## config.mk

```make
export PLATFORM = sky130hd
export DESIGN_NAME = card_dealer
export DESIGN_NICKNAME = d
export VERILOG_FILES = /design/src/rtl/blackjack_pkg.sv /design/src/rtl/card_decoder.sv /design/src/rtl/card_dealer.sv
export SDC_FILE = /design/constraint.sdc
export NUM_CORES = 1
export LEC_CHECK = 0
export ABC_CLOCK_PERIOD_IN_PS = 4400
export CORE_ASPECT_RATIO = 0.8
export CORE_UTILIZATION = 35
export DETAILED_ROUTE_END_ITERATION = 16
export GPL_TIMING_DRIVEN = 0
export HOLD_SLACK_MARGIN = 0.03
export PLACE_DENSITY = 0.62
export SYNTH_ARGS = -nofsm -noshare
export SYNTH_HDL_FRONTEND = slang
export SYNTH_SLANG_ARGS = --single-unit
```

## constraint.sdc

```tcl
create_clock -name i_clk -period 4.4 [get_ports i_clk]
set_clock_uncertainty 0.2 [all_clocks]
set_input_delay 0.66 -clock i_clk [delete_from_list [all_inputs] [get_ports i_clk]]
set_output_delay 0.66 -clock i_clk [all_outputs]
set_load 0.02 [all_outputs]
```

## src/rtl/blackjack_pkg.sv

```systemverilog
// Shared blackjack types: deck geometry, the dealt-card record and the dealer FSM states.
package blackjack_pkg;

  localparam int DECK_SIZE      = 52;
  localparam int CARDS_PER_SUIT = 13;

  typedef struct packed {
    logic [3:0] rank;
    logic [1:0] suit;
    logic [3:0] points;
  } card_t;

  typedef enum logic [2:0] {
    IDLE,
    REQ,
    CAPTURE,
    PROBE,
    DONE
  } dealer_state_t;

  // Ace counts high; J/Q/K count as ten.
  function automatic logic [3:0] rank_points(input logic [3:0] rank);
    if (rank == 4'd1) begin
      return 4'd11;
    end else if (rank >= 4'd11) begin
      return 4'd10;
    end else begin
      return rank;
    end
  endfunction

endpackage

```

## src/rtl/card_decoder.sv

```systemverilog
// Combinational index-to-card mapping (suit = idx / 13, rank = idx % 13 + 1).
// Indices past the end of the deck decode to an all-zero card.
module card_decoder
  import blackjack_pkg::*;
(
  input  logic [5:0] idx_i,
  output card_t      card_o
);

  logic [2:0] suit_ge;
  logic [1:0] suit;
  logic [5:0] suit_base;
  logic [3:0] rank;

  // Thermometer of suit boundaries avoids a divider.
  for (genvar gi = 1; gi < 4; gi++) begin : g_suit_bound
    assign suit_ge[gi-1] = (idx_i >= 6'(gi * CARDS_PER_SUIT));
  end

  assign suit      = 2'(suit_ge[0]) + 2'(suit_ge[1]) + 2'(suit_ge[2]);
  assign suit_base = 6'(int'(suit) * CARDS_PER_SUIT);
  assign rank      = 4'(idx_i - suit_base) + 4'd1;

  always_comb begin
    card_o = '0;
    if (idx_i < 6'(DECK_SIZE)) begin
      card_o.rank   = rank;
      card_o.suit   = suit;
      card_o.points = rank_points(rank);
    end
  end

endmodule

```

## src/rtl/card_dealer.sv

```systemverilog
// Deals cards without replacement, resolving RNG collisions by linear probing.
// Optional CARD_DEALER_REMAINING_EN exposes the remaining-card count as o_remaining.
module card_dealer
  import blackjack_pkg::*;
#(
  parameter int RNG_WIDTH = 6,
  parameter int DECK_SIZE = 52
) (
  input  logic                 i_clk,
  input  logic                 i_reset,
  input  logic                 i_deal,
  input  logic                 i_shuffle,
  output logic                 o_rngRequest,
  output logic [RNG_WIDTH-1:0] o_rngMax,
  input  logic [RNG_WIDTH-1:0] i_rngValue,
  output logic                 o_busy,
  output logic                 o_valid,
  output logic [3:0]           o_rank,
  output logic [1:0]           o_suit,
  output logic [3:0]           o_points,
  output logic                 o_empty,
  output logic                 o_dealError
`ifdef CARD_DEALER_REMAINING_EN
  ,output logic [5:0]          o_remaining
`endif
);

  dealer_state_t          state_q, state_d;
  logic [DECK_SIZE-1:0]   used_q, used_d;
  logic [5:0]             remaining_q, remaining_d;
  logic [5:0]             idx_q, idx_d;
  card_t                  card_q, card_d;
  logic                   dealerr_q, dealerr_d;
  logic                   empty_q, empty_d;

  card_t                  probe_card;
  logic [RNG_WIDTH-1:0]   rng_fold;
  logic                   slot_free;

  card_decoder u_decoder (
    .idx_i  (idx_q),
    .card_o (probe_card)
  );

  // Single fold is enough for any value the RNG can return with max = DECK_SIZE-1.
  assign rng_fold  = (i_rngValue >= RNG_WIDTH'(DECK_SIZE))
                   ? i_rngValue - RNG_WIDTH'(DECK_SIZE) : i_rngValue;
  assign slot_free = (idx_q < 6'(DECK_SIZE)) && !used_q[idx_q];

  always_comb begin
    state_d     = state_q;
    used_d      = used_q;
    remaining_d = remaining_q;
    idx_d       = idx_q;
    card_d      = card_q;
    dealerr_d   = 1'b0;

    unique case (state_q)
      IDLE: begin
        if (i_deal) begin
          if (empty_q) begin
            dealerr_d = 1'b1;
          end else begin
            state_d = REQ;
          end
        end
      end
      REQ: state_d = CAPTURE;
      CAPTURE: begin
        idx_d   = rng_fold[5:0];
        state_d = PROBE;
      end
      PROBE: begin
        if (slot_free) begin
          used_d[idx_q] = 1'b1;
          card_d        = probe_card;
          remaining_d   = remaining_q - 6'd1;
          state_d       = DONE;
        end else begin
          idx_d = (idx_q >= 6'(DECK_SIZE - 1)) ? 6'd0 : idx_q + 6'd1;
        end
      end
      DONE: state_d = IDLE;
      default: state_d = IDLE;
    endcase

    // Shuffle overrides everything, including a deal being sampled or completed.
    if (i_shuffle) begin
      used_d      = '0;
      remaining_d = 6'(DECK_SIZE);
      card_d      = card_q;
      dealerr_d   = 1'b0;
      state_d     = IDLE;
    end
  end

  assign empty_d = (remaining_d == 6'd0);

  always_ff @(posedge i_clk or posedge i_reset) begin
    if (i_reset) begin
      state_q     <= IDLE;
      used_q      <= '0;
      remaining_q <= 6'(DECK_SIZE);
      idx_q       <= '0;
      card_q      <= '0;
      dealerr_q   <= 1'b0;
      empty_q     <= 1'b0;
    end else begin
      state_q     <= state_d;
      used_q      <= used_d;
      remaining_q <= remaining_d;
      idx_q       <= idx_d;
      card_q      <= card_d;
      dealerr_q   <= dealerr_d;
      empty_q     <= empty_d;
    end
  end

  assign o_rngRequest = (state_q == REQ);
  assign o_rngMax     = RNG_WIDTH'(DECK_SIZE - 1);
  assign o_busy       = (state_q != IDLE);
  assign o_valid      = (state_q == DONE);
  assign o_rank       = card_q.rank;
  assign o_suit       = card_q.suit;
  assign o_points     = card_q.points;
  assign o_empty      = empty_q;
  assign o_dealError  = dealerr_q;
`ifdef CARD_DEALER_REMAINING_EN
  assign o_remaining  = remaining_q;
`endif

endmodule

```

==> impl_summary.txt <==
----------------------------------------------------
[Place]
  Global placement routability congestion ... about 0.87
  Worst setup timing slack at the placement stage ... -365 ps
  PortBufs ... 24
  DP HPWL ... roughly 7.8 mm

[Logic synthesis]
  Count of warnings emitted by yosys ... 0
  Main synth FF type ... dfrtp_1
  EDFF count, synth ... 0
  Cell type with the highest aggregate area in the netlist ... dfrtp_1
  FF+latch count, synth ... 79
  Main area contributors after synthesis ... dfrtp_1, a31oi_1, nor2_1, nand2_1, mux2i_1
  Post-Syn Instances ... 443
  Library cells used by synthesis ... 57
  Post-Synthesis Cell Area ... roughly 4200 um^2
  Mapped Avg Cell Area ... about 9.5 um^2
  Post-synthesis sequential area ratio ... 0.472
  Share of synthesized flip-flops with an asynchronous set or reset ... 1.00
  Portion of synthesized cell area occupied by the leading cell type ... 0.453

[Worst setup path]
  Cell with the largest stage delay on the worst path ... fa_2
  Critical path arrival ... approximately 4200 ps
  Count of buffering cells on the critical path with inverters included ... 4
  Worst Setup End Kind ... flip-flop
  Critical setup path kind ... reg2reg
  Crit path largest cell delay ... approximately 590 ps
  Cell class contributing the biggest share of worst-path delay ... adder cells
  Stages on worst setup path ... 16
  Cell chain of the critical path ... clkbuf_4 > inv_2 > ha_1 > nand2b_1 > a311oi_2 > fa_2 > inv_1 > ha_1 > inv_1 > fa_1 > xnor2_1 > xnor2_1 > xnor2_2 > a31oi_1 > o21ai_0 > mux2_1
  Worst R2R Path Depth ... 16
  Critical path launch point type ... flip-flop
  Worst endpoint required time ... between 4000 and 5000 ps
  Critical-path maximum fanout ... 11
  Worst-case register-to-register setup slack ... 220 ps

[Power]
  Static Leakage ... approximately 2.2 nW
  Pwr Density ... 702 nW/um^2
  Largest voltage drop on the vdd net ... around 0.57 mV
  Overall power after layout ... between 3 and 4 mW

[STA]
  Final WS setup ... 224 ps
  Setup TNS after final layout ... 0 ps
  Setup Viol. Count Final ... 0
  Fin crit period ... between 4000 and 5000 ps
  Achievable clock frequency ... between 200 and 250 MHz
  Number of failing hold endpoints at the final stage ... 0
  Transition time at the pin with the least slew margin ... about 1200 ps
  Final cycle utilization of the critical path ... 0.949
  Final count of pins violating max slew ... 0
  Worst slack on hold paths ... approximately 270 ps
  Max-slew headroom ... 0.212

[Floorplanning]
  Area of the die ... 12400 um^2
  Chip height ... 99.9 um
  FP Rows ... 35
  Starting Density ... 0.361
  Io pins ... 31
  Die Width ... approximately 120 um
  Area of the core ... about 12000 um^2

[GRT]
  Initial antenna violation count ... 0
  First-pass GRT wire length ... between 15 and 20 mm
  Pin count of the biggest net entering global routing ... 65
  Vias in the first global route ... 3500
  GRT Total Usage ... 0.191
  Total global routing overflow ... 0

[Clock network]
  Clock buffers created by TritonCTS ... 9
  Master cell of the clock root buffer ... clkbuf_16
  CTS tree ... built
  Clock latency of the later-clocked register in the worst-skew pair ... 340 ps
  Deepest level of the CTS H-tree ... 3
  Number of clock sinks seen by CTS ... 79
  Register clock-pin slew on the reported worst setup and hold paths ... ~60 ps
  Clock tree buffer depth ... 2

[Cells and area]
  Inserted Diodes ... 0
  Filler cells ... approximately 1100
  Ratio of cells with drive above 1 in the final layout ... 0.125
  Final #Nets ... 505
  Area taken by flip-flops and latches ... 1980 um^2
  Final Util ... 0.435
  Area of combinational cells with multiple inputs ... between 1500 and 2000 um^2
  Layout-stage area growth over the synthesis result ... 20.4%

[Detailed routing]
  DR iter-0 viols ... between 300 and 400
  Drt first pass iters ... 5
  Count of unresolved DRC violations after routing ... 0
  Total via count after detailed routing ... about 3600
  Post-DR wirelength/cell ... 17.7 um
  Final wirelength ... 11.3 mm
  Routed vias/inst ... 5.62
  Number of antenna-violating nets in the routed design ... 0

[Hold path]
  Class of the tightest hold or removal check ... reg2reg
  Cells on Worst Hold Path ... 2

[Outcome]
  Status ... complete, no violations

[Flow run]
  Max Cap Violations ... 0

----------------------------------------------------
tightest hold or removal path, delay by kind of cell (launching register included):
kind | cells | cell delay (ps)
flops | 1 | 340
simple gates | 2 | 100
cells in the mapped netlist, types with 5 or more instances:
library cell   n
o21ai_0       15
nor3_1        12
nand2_1       41
nand3_1        6
buf_4          6
inv_1         17
nor2b_1        7
nor2_1        57
buf_2         14
nand2b_1       7
xnor2_1        7
ha_1           9
dfrtp_1       76
clkbuf_1      16
o2bb2ai_1     11
mux2i_1       14
a22oi_1        5
o21ai_1        8
a31oi_1       44
cell usage in the layout, fill, tap and decap left out, types with 6 or more instances in the layout:
master / instances
mux2i_1: 14
conb_1: 6
xnor2_1: 6
o2bb2ai_1: 11
buf_4: 10
nand2b_1: 7
dfrtp_1: 76
nor2_1: 57
clkbuf_1: 12
a31oi_1: 44
nand2_1: 41
o21ai_0: 15
nor3_1: 12
inv_1: 15
o21ai_1: 8
clkdlybuf4s50_1: 24
clkbuf_16: 9
ha_1: 9
nand3_1: 6
buf_2: 10
nor2b_1: 7
flip-flops by register name, summed over array words and instances (netlist names):
signal,count
used_q,52
idx_q,6
remaining_q,6
o_points,4
o_rank,4
state_q,3
o_suit,2
o_dealError,1
o_empty,1
layout make-up:
class,instances,share of cell area
multi-input cells,312,0.395
inverters,20,0.0164
well taps,148,0.0367
clock inverters,6,0.0166
repair buffers,29,0.0590
plain buffers,33,0.0367
flip-flops and latches,79,0.392
clock buffers,10,0.0473
metal layers:
metal / up-vias / wire [um] / GRT usage
li1: 1645 / - / -
met1: 1792 / 5510 / 0.266
met2: 117 / 4910 / 0.288
met3: 23 / 646 / 0.0442
met4: 0 / 239 / 0.0732
met5: - / 0 / 0
final timing paths:
kind / startpoint / to
hold reg to reg: o_points[2] / o_points[2]
setup reg to reg: idx_q[1] / o_points[1]
min in group asynchronous: i_reset / remaining_q[0]
setup / recovery: idx_q[1] / o_points[1]
hold / removal: o_points[2] / o_points[2]
max in group asynchronous: i_reset / idx_q[4]
cell families after synthesis:
| family | Yosys count | synth area share |
|---|---|---|
| multiplexers | 19 | 0.0576 |
| flip-flops | 79 | 0.472 |
| AO/OA/AOI/OAI | 109 | 0.175 |
| adder cells (fa/ha/maj) | 11 | 0.0364 |
| other | 2 | 0.00179 |
| AND/OR/NAND/NOR | 157 | 0.177 |
| XOR/XNOR | 10 | 0.0209 |
| buffers and inverters | 56 | 0.0597 |
through the flow:
stage,cell area (um^2),instances
2_1_floorplan,4210,447
3_3_place_gp,4630,619
3_5_place_dp,4660,620
4_1_cts,5000,636
5_1_grt,5050,637
6_report,5050,637
report_power, final:
part | switching (mW) | leakage [nW] | internal, mW | total, mW
registers | 0.0595 | 1.07 | 0.801 | 0.861
clock network | 0.303 | 0.162 | 0.510 | 0.813
logic | 1.13 | 0.971 | 0.739 | 1.87
total | 1.49 | 2.21 | 2.05 | 3.54
timing repair:
| item | CTS | global route |
|---|---|---|
| endpoints found under the setup margin | 5 | 2 |
| setup buffers | 2 | 2 |
| resized for setup | 4 | 11 |
| pin swaps | 0 | 2 |
| endpoints found under the hold margin | 0 | 0 |
| hold buffers | 0 | 0 |
Power figures use the tool's default switching activity.
==> patch 1, RTL diff (config.mk and constraints unchanged) <==
The parameter `RNG_WIDTH` goes from 6 to 8.
--- a/src/rtl/card_dealer.sv
+++ b/src/rtl/card_dealer.sv
@@ -3,7 +3,7 @@
 module card_dealer
   import blackjack_pkg::*;
 #(
-  parameter int RNG_WIDTH = 6,
+  parameter int RNG_WIDTH = 8,
   parameter int DECK_SIZE = 52
 ) (
   input  logic                 i_clk,
Interface: changed (resized i_rngValue and o_rngMax); port bits go from 31 to 35. The function was not compared with the original's and may differ.
==> patch 1 against the unedited design <==
- combinational power rose by 6%
- power rose by 4.2%
- core utilization barely moved
- setup slack gained 130 ps
- sequential cell count is the same
- fmax grew 3.1%
- area after synthesis grew 2.3%
- non-clock buffer count shrank 8
- design area is 1.1% higher
- routed wire length is 6.6% lower
- sequential share of layout area fell by 0.42 points
- critical path depth decreased by 3
- largest power group unchanged
==> patch 1: results (changes against the unedited design) <==
* Status: complete, no violations
* Reg with most FFs: used_q
* Clock slew at reported path FFs at 60 ps (about the same)
* Mux contribution to synthesized area at 0.0816 (+0.0241)
* FILL cells at 1111 (-2.1%)
* Post-Synth XOR/XNOR Area at 0.0184 (-0.00252)
* Gpl congestion at 0.865 (-0.68%)
* Post-CTS Setup Inserts at 0 (-2)
* Sequential-to-total area share from yosys stat at 0.462 (-0.0107)
* Max-slew headroom at 0.344 (+0.132)
* Worst-path fanout max at 9 (-2)
* Largest net degree at the start of global routing at 41 (-37%)
* Reg-to-reg startpoint: idx_q[0]$_DFFE_PP0P_
* Hold Path End: used_q[4]$_DFFE_PP0P_
* Initial antenna violation count at 0 (unchanged)
* Area contributors post-synth: dfrtp_1 44%, o2bb2ai_1 10%, mux2i_1 4.0%
* Clk buf depth at 2 (unchanged)
* First-pass GRT wire length at 17900 um (-2.7%)
* Vias per cell at 5.53 (-1.4%)
* Commonest cells in the netlist: 76 x dfrtp_1, 49 x o2bb2ai_1, 32 x nor2_1, 22 x o21ai_0
* Port Buf Inserts at 26 (+8.3%)
* Reg-to-reg setup timing slack at 350 ps (+130 ps)
* Fin nets at 465 (-7.9%)
* Post-Synth Adder-Cell Area at 0.0414 (+0.00500)
* Share of cells above drive strength 1 at 0.135 (+0.0101)
* GRT Overall Usage at 0.184 (-0.00687)
* DR iter-0 viols at 241 (-31%)
* Worst vdd ir at 1130 uV (+99%)
* Total Wirelength at 10600 um (-6.6%)
* Worst r2r dst: o_points[0]$_DFFE_PP0P_
* Hpwl dp at 7550 um (-3.8%)
* Worst hold slack at 284 ps (+14.3 ps)
* CTS buffer count at 9 (unchanged)
* Hold_sp: used_q[4]$_DFFE_PP0P_
* Yosys cell types at 57 (unchanged)
* Placed inst area at 0.00478 mm^2 (+2.5%)
* Worst Hold Depth at 1 (-1)
* R2r worst-path depth at 13 (-3)
* Vias in the first global route at 3314 (-5.3%)
* Compound-Gate Fraction of Synth Area at 0.200 (+0.0252)
* Pleak at 2.17 nW (-1.4%)
* # H-tree levels at 3 (unchanged)
patch 1: cell types whose count changed after synthesis, moves of 5 or more:
cell and delta:
a21oi_1 +9, a31oi_1 -41, buf_2 -11, buf_4 +5, mux2_2 +10, nand2_1 -22, nand2b_1 -5, nor2_1 -25
nor3_1 -7, o21ai_0 +7, o21ai_1 -7, o2bb2ai_1 +38
patch 1: layout make-up:
type                            count  share of cell area
Clock inverter                      3              0.0127
Tap cell                          148              0.0363
Timing Repair Buffer               27              0.0549
Clock buffer                       13              0.0510
Inverter                           20              0.0152
Sequential cell                    79               0.388
Buffer                             27              0.0316
Multi-Input combinational cell    276               0.410
patch 1: cell families after synthesis:
| kind of cell | after synthesis |
|---|---|
| xor gates and xnor gates | 9 |
| other | 2 |
| DFF | 79 |
| adders and majority gates | 13 |
| AOI/OAI and AO/OA | 114 |
| muxes | 30 |
| and+or+nand+nor | 102 |
| buffers and inverters | 50 |
patch 1: worst max-delay path, stage by stage (launching register included):
cell	delay (ps)
dfrtp_1	540
inv_1	250
ha_1	250
nor2b_1	120
o21ai_0	240
fa_1	520
ha_1	350
inv_1	70
fa_1	440
xnor2_1	200
xnor2_1	130
xnor2_2	270
a21oi_1	100
mux2_2	270
patch 1: stage by stage:
stage / instances / setup WS [ps] / utilization
after global routing: 593 / 3.60 / 0.435
after floorplan: 405 / 428 / -
final: 593 / 349 / 0.435
after CTS: 595 / 49.3 / 0.436
after detailed placement: 580 / -139 / 0.407
after global placement: 579 / -115 / 0.406
patch 1: repair_timing:
action                                  CTS  global route
resized for setup                         1             1
pin swaps                                 0             0
endpoints found under the setup margin    4             5
patch 1: routing by layer:
layer  up-vias  wire length, um  GRT usage
met5         -                0          0
met4         0               98     0.0445
met3        11              628     0.0435
met2       100             4570      0.267
met1      1640             5260      0.274
li1       1531                -          -
patch 1: where the power goes:
| group | internal [W] | total (W) | switching (W) |
|---|---|---|---|
| Combinational | 0.000880 | 0.00199 | 0.00111 |
| Clock | 0.000527 | 0.000817 | 0.000290 |
| Sequential | 0.000802 | 0.000883 | 0.0000818 |
| Total | 0.00221 | 0.00369 | 0.00148 |
patch 1: how the worst max path moves through the flow:
stage          depth (start not counted)                  from                       to
3_3_place_gp                          15  idx_q[2]$_DFFE_PP0P_  o_points[0]$_DFFE_PP0P_
4_1_cts                               13  idx_q[3]$_DFFE_PP0P_  o_points[0]$_DFFE_PP0P_
2_1_floorplan                         15  idx_q[2]$_DFFE_PP0P_  o_points[0]$_DFFE_PP0P_
5_1_grt                               14  idx_q[0]$_DFFE_PP0P_  o_points[1]$_DFFE_PP0P_
3_5_place_dp                          15  idx_q[2]$_DFFE_PP0P_  o_points[0]$_DFFE_PP0P_
6_report                              13  idx_q[0]$_DFFE_PP0P_  o_points[0]$_DFFE_PP0P_
==> patch 2, RTL diff (same flow settings) <==
Without the edit above. Encoding of `dealer_state_t`: now one-hot (5 bits for 5 states).
--- a/src/rtl/blackjack_pkg.sv
+++ b/src/rtl/blackjack_pkg.sv
@@ -10,12 +10,12 @@
     logic [3:0] points;
   } card_t;
 
-  typedef enum logic [2:0] {
-    IDLE,
-    REQ,
-    CAPTURE,
-    PROBE,
-    DONE
+  typedef enum logic [4:0] {
+    IDLE    = 5'b00001,
+    REQ     = 5'b00010,
+    CAPTURE = 5'b00100,
+    PROBE   = 5'b01000,
+    DONE    = 5'b10000
   } dealer_state_t;
 
   // Ace counts high; J/Q/K count as ten.
Formal check against the unedited RTL: same outputs for any inputs over 10 cycles, from zero or initial values and one cycle with i_reset high; not proved beyond that.
==> patch 2 against the unedited design <==
- the flow now finishes with violations (max-capacitance violations)
- sequential cell count rose by 2
- largest cell class unchanged
- non-clock buffer count fell by 2
- via count rose by 1.7%
- worst hold slack improved by 15 ps
- core utilization rose by 0.075 points
- sequential share of layout area rose by 0.35 points
- design area rose by 1.7%
- highest routed layer unchanged
- fmax rose by 0.22%
- setup slack improved by 9.0 ps
- area after synthesis rose by 2.9%
- routed wire length fell by 1.2%
- die area rose by 2.9%
Power is not compared: it rests on default switching activity, and its combinational part moved more than twofold at a synthesized area within 25%.
==> patch 2: results (changes against the unedited design) <==
* Crit-path leading delay family: adder cells
* Fin nets at 501 (-0.79%)
* Largest net degree at the start of global routing at 50 (-23%)
* Max-slew headroom at 0.0129 (-0.199)
* Area contributors post-synth: dfrtp_1 45%, nor2_1 6.8%, a31oi_1 6.7%
* Root Driver: clkbuf_16
* Diodes inserted at 0 (unchanged)
* FILL cells at 1122 (-1.1%)
* Post-Synth XOR/XNOR Area at 0.0243 (+0.00346)
* First-pass GRT wire length at 18100 um (-1.5%)
* Status: finished with violations
* Gpl congestion at 0.875 (+0.41%)
* Worst-path fanout max at 10 (-1)
* MaxCap Viol Count at 1 (+1)
* Drt first pass iters at 4 (-1)
* Post-CTS Setup Inserts at 0 (-2)
* Vias per cell at 5.75 (+2.3%)
* Yosys cell types at 56 (-1.8%)
* Port Buf Inserts at 23 (-4.2%)
* Total Wirelength at 11200 um (-1.2%)
* Synth Flop Type: dfrtp_1
* CP peak stage delay at 650 ps (+60 ps)
* Vias in the first global route at 3377 (-3.5%)
* Mux contribution to synthesized area at 0.0757 (+0.0181)
* Commonest cells in the netlist: 78 x nor2_1, 77 x dfrtp_1, 46 x a31oi_1
* Async SR Flop Fraction at 1.00 (unchanged)
* WP data arrival at 4190 ps (about the same)
* GRT Overall Usage at 0.185 (-0.00564)
* Failing checks: max-capacitance violations
* Worst Hold Depth at 1 (-1)
* DR iter-0 viols at 185 (-47%)
* Post-Synth Adder-Cell Area at 0.0354 (-0.00103)
* Synth Warn # at 0 (unchanged)
* GRT met2 Usage at 0.266 (-0.0225)
* GR met1 Demand/Resource at 0.268 (+0.00128)
* Share of cells above drive strength 1 at 0.140 (+0.0155)
* Worst vdd ir at 256 uV
* Compound-Gate Fraction of Synth Area at 0.164 (-0.0108)
* Hpwl dp at 7770 um (-0.99%)
* Sequential-to-total area share from yosys stat at 0.471 (-0.00153)
==> patch 2: through the flow <==
stage	TNS (ps)	setup slack (ps)	util	std cells	area (um^2)
after detailed placement	-444	-163	0.406	618	4780
after CTS	0	70.9	0.434	633	5110
final	0	233	0.436	633	5130
after global routing	-32.4	-25.2	0.436	633	5130
after global placement	-268	-105	0.403	617	4750
after floorplan	0	478	-	446	4330
==> patch 2: per-layer routing <==
metal	vias up	share of wire
met4	0	0.013
met5	-	0
li1	1657	-
met3	14	0.093
met2	160	0.43
met1	1806	0.46
==> patch 2: timing repair <==
action	in CTS	in global routing
hold endpoints to repair	0	0
resized for setup	3	5
endpoints found under the setup margin	4	4
==> patch 2: layout make-up <==
class                           instances  area share
Clock inverter                          2      0.0117
Inverter                               19      0.0144
Buffer                                 35      0.0361
Multi-Input combinational cell        309       0.401
Tap cell                              148      0.0361
Timing Repair Buffer                   25      0.0517
Clock buffer                           14      0.0534
Sequential cell                        81       0.396
==> patch 2: path summary, 6_finish.rpt <==
| check | from | end | slack [ps] |
|---|---|---|---|
| hold / removal | o_empty$_DFF_PP0_ | state_q[1]$_DFFE_PP0P_ | 280 |
| max in group asynchronous | i_reset | used_q[4]$_DFFE_PP0P_ | 2920 |
| min in group asynchronous | i_reset | o_empty$_DFF_PP0_ | 490 |
| setup reg to reg | idx_q[1]$_DFFE_PP0P_ | o_points[0]$_DFFE_PP0P_ | 230 |
| hold reg to reg | o_empty$_DFF_PP0_ | state_q[1]$_DFFE_PP0P_ | 280 |
| setup / recovery | idx_q[1]$_DFFE_PP0P_ | o_points[0]$_DFFE_PP0P_ | 230 |
==> patch 2: power breakdown <==
part	switching, W	internal [W]
Clock	0.000287	0.000544
Combinational	0.000297	0.000176
Sequential	0.0000168	0.000759
Total	0.000601	0.00148
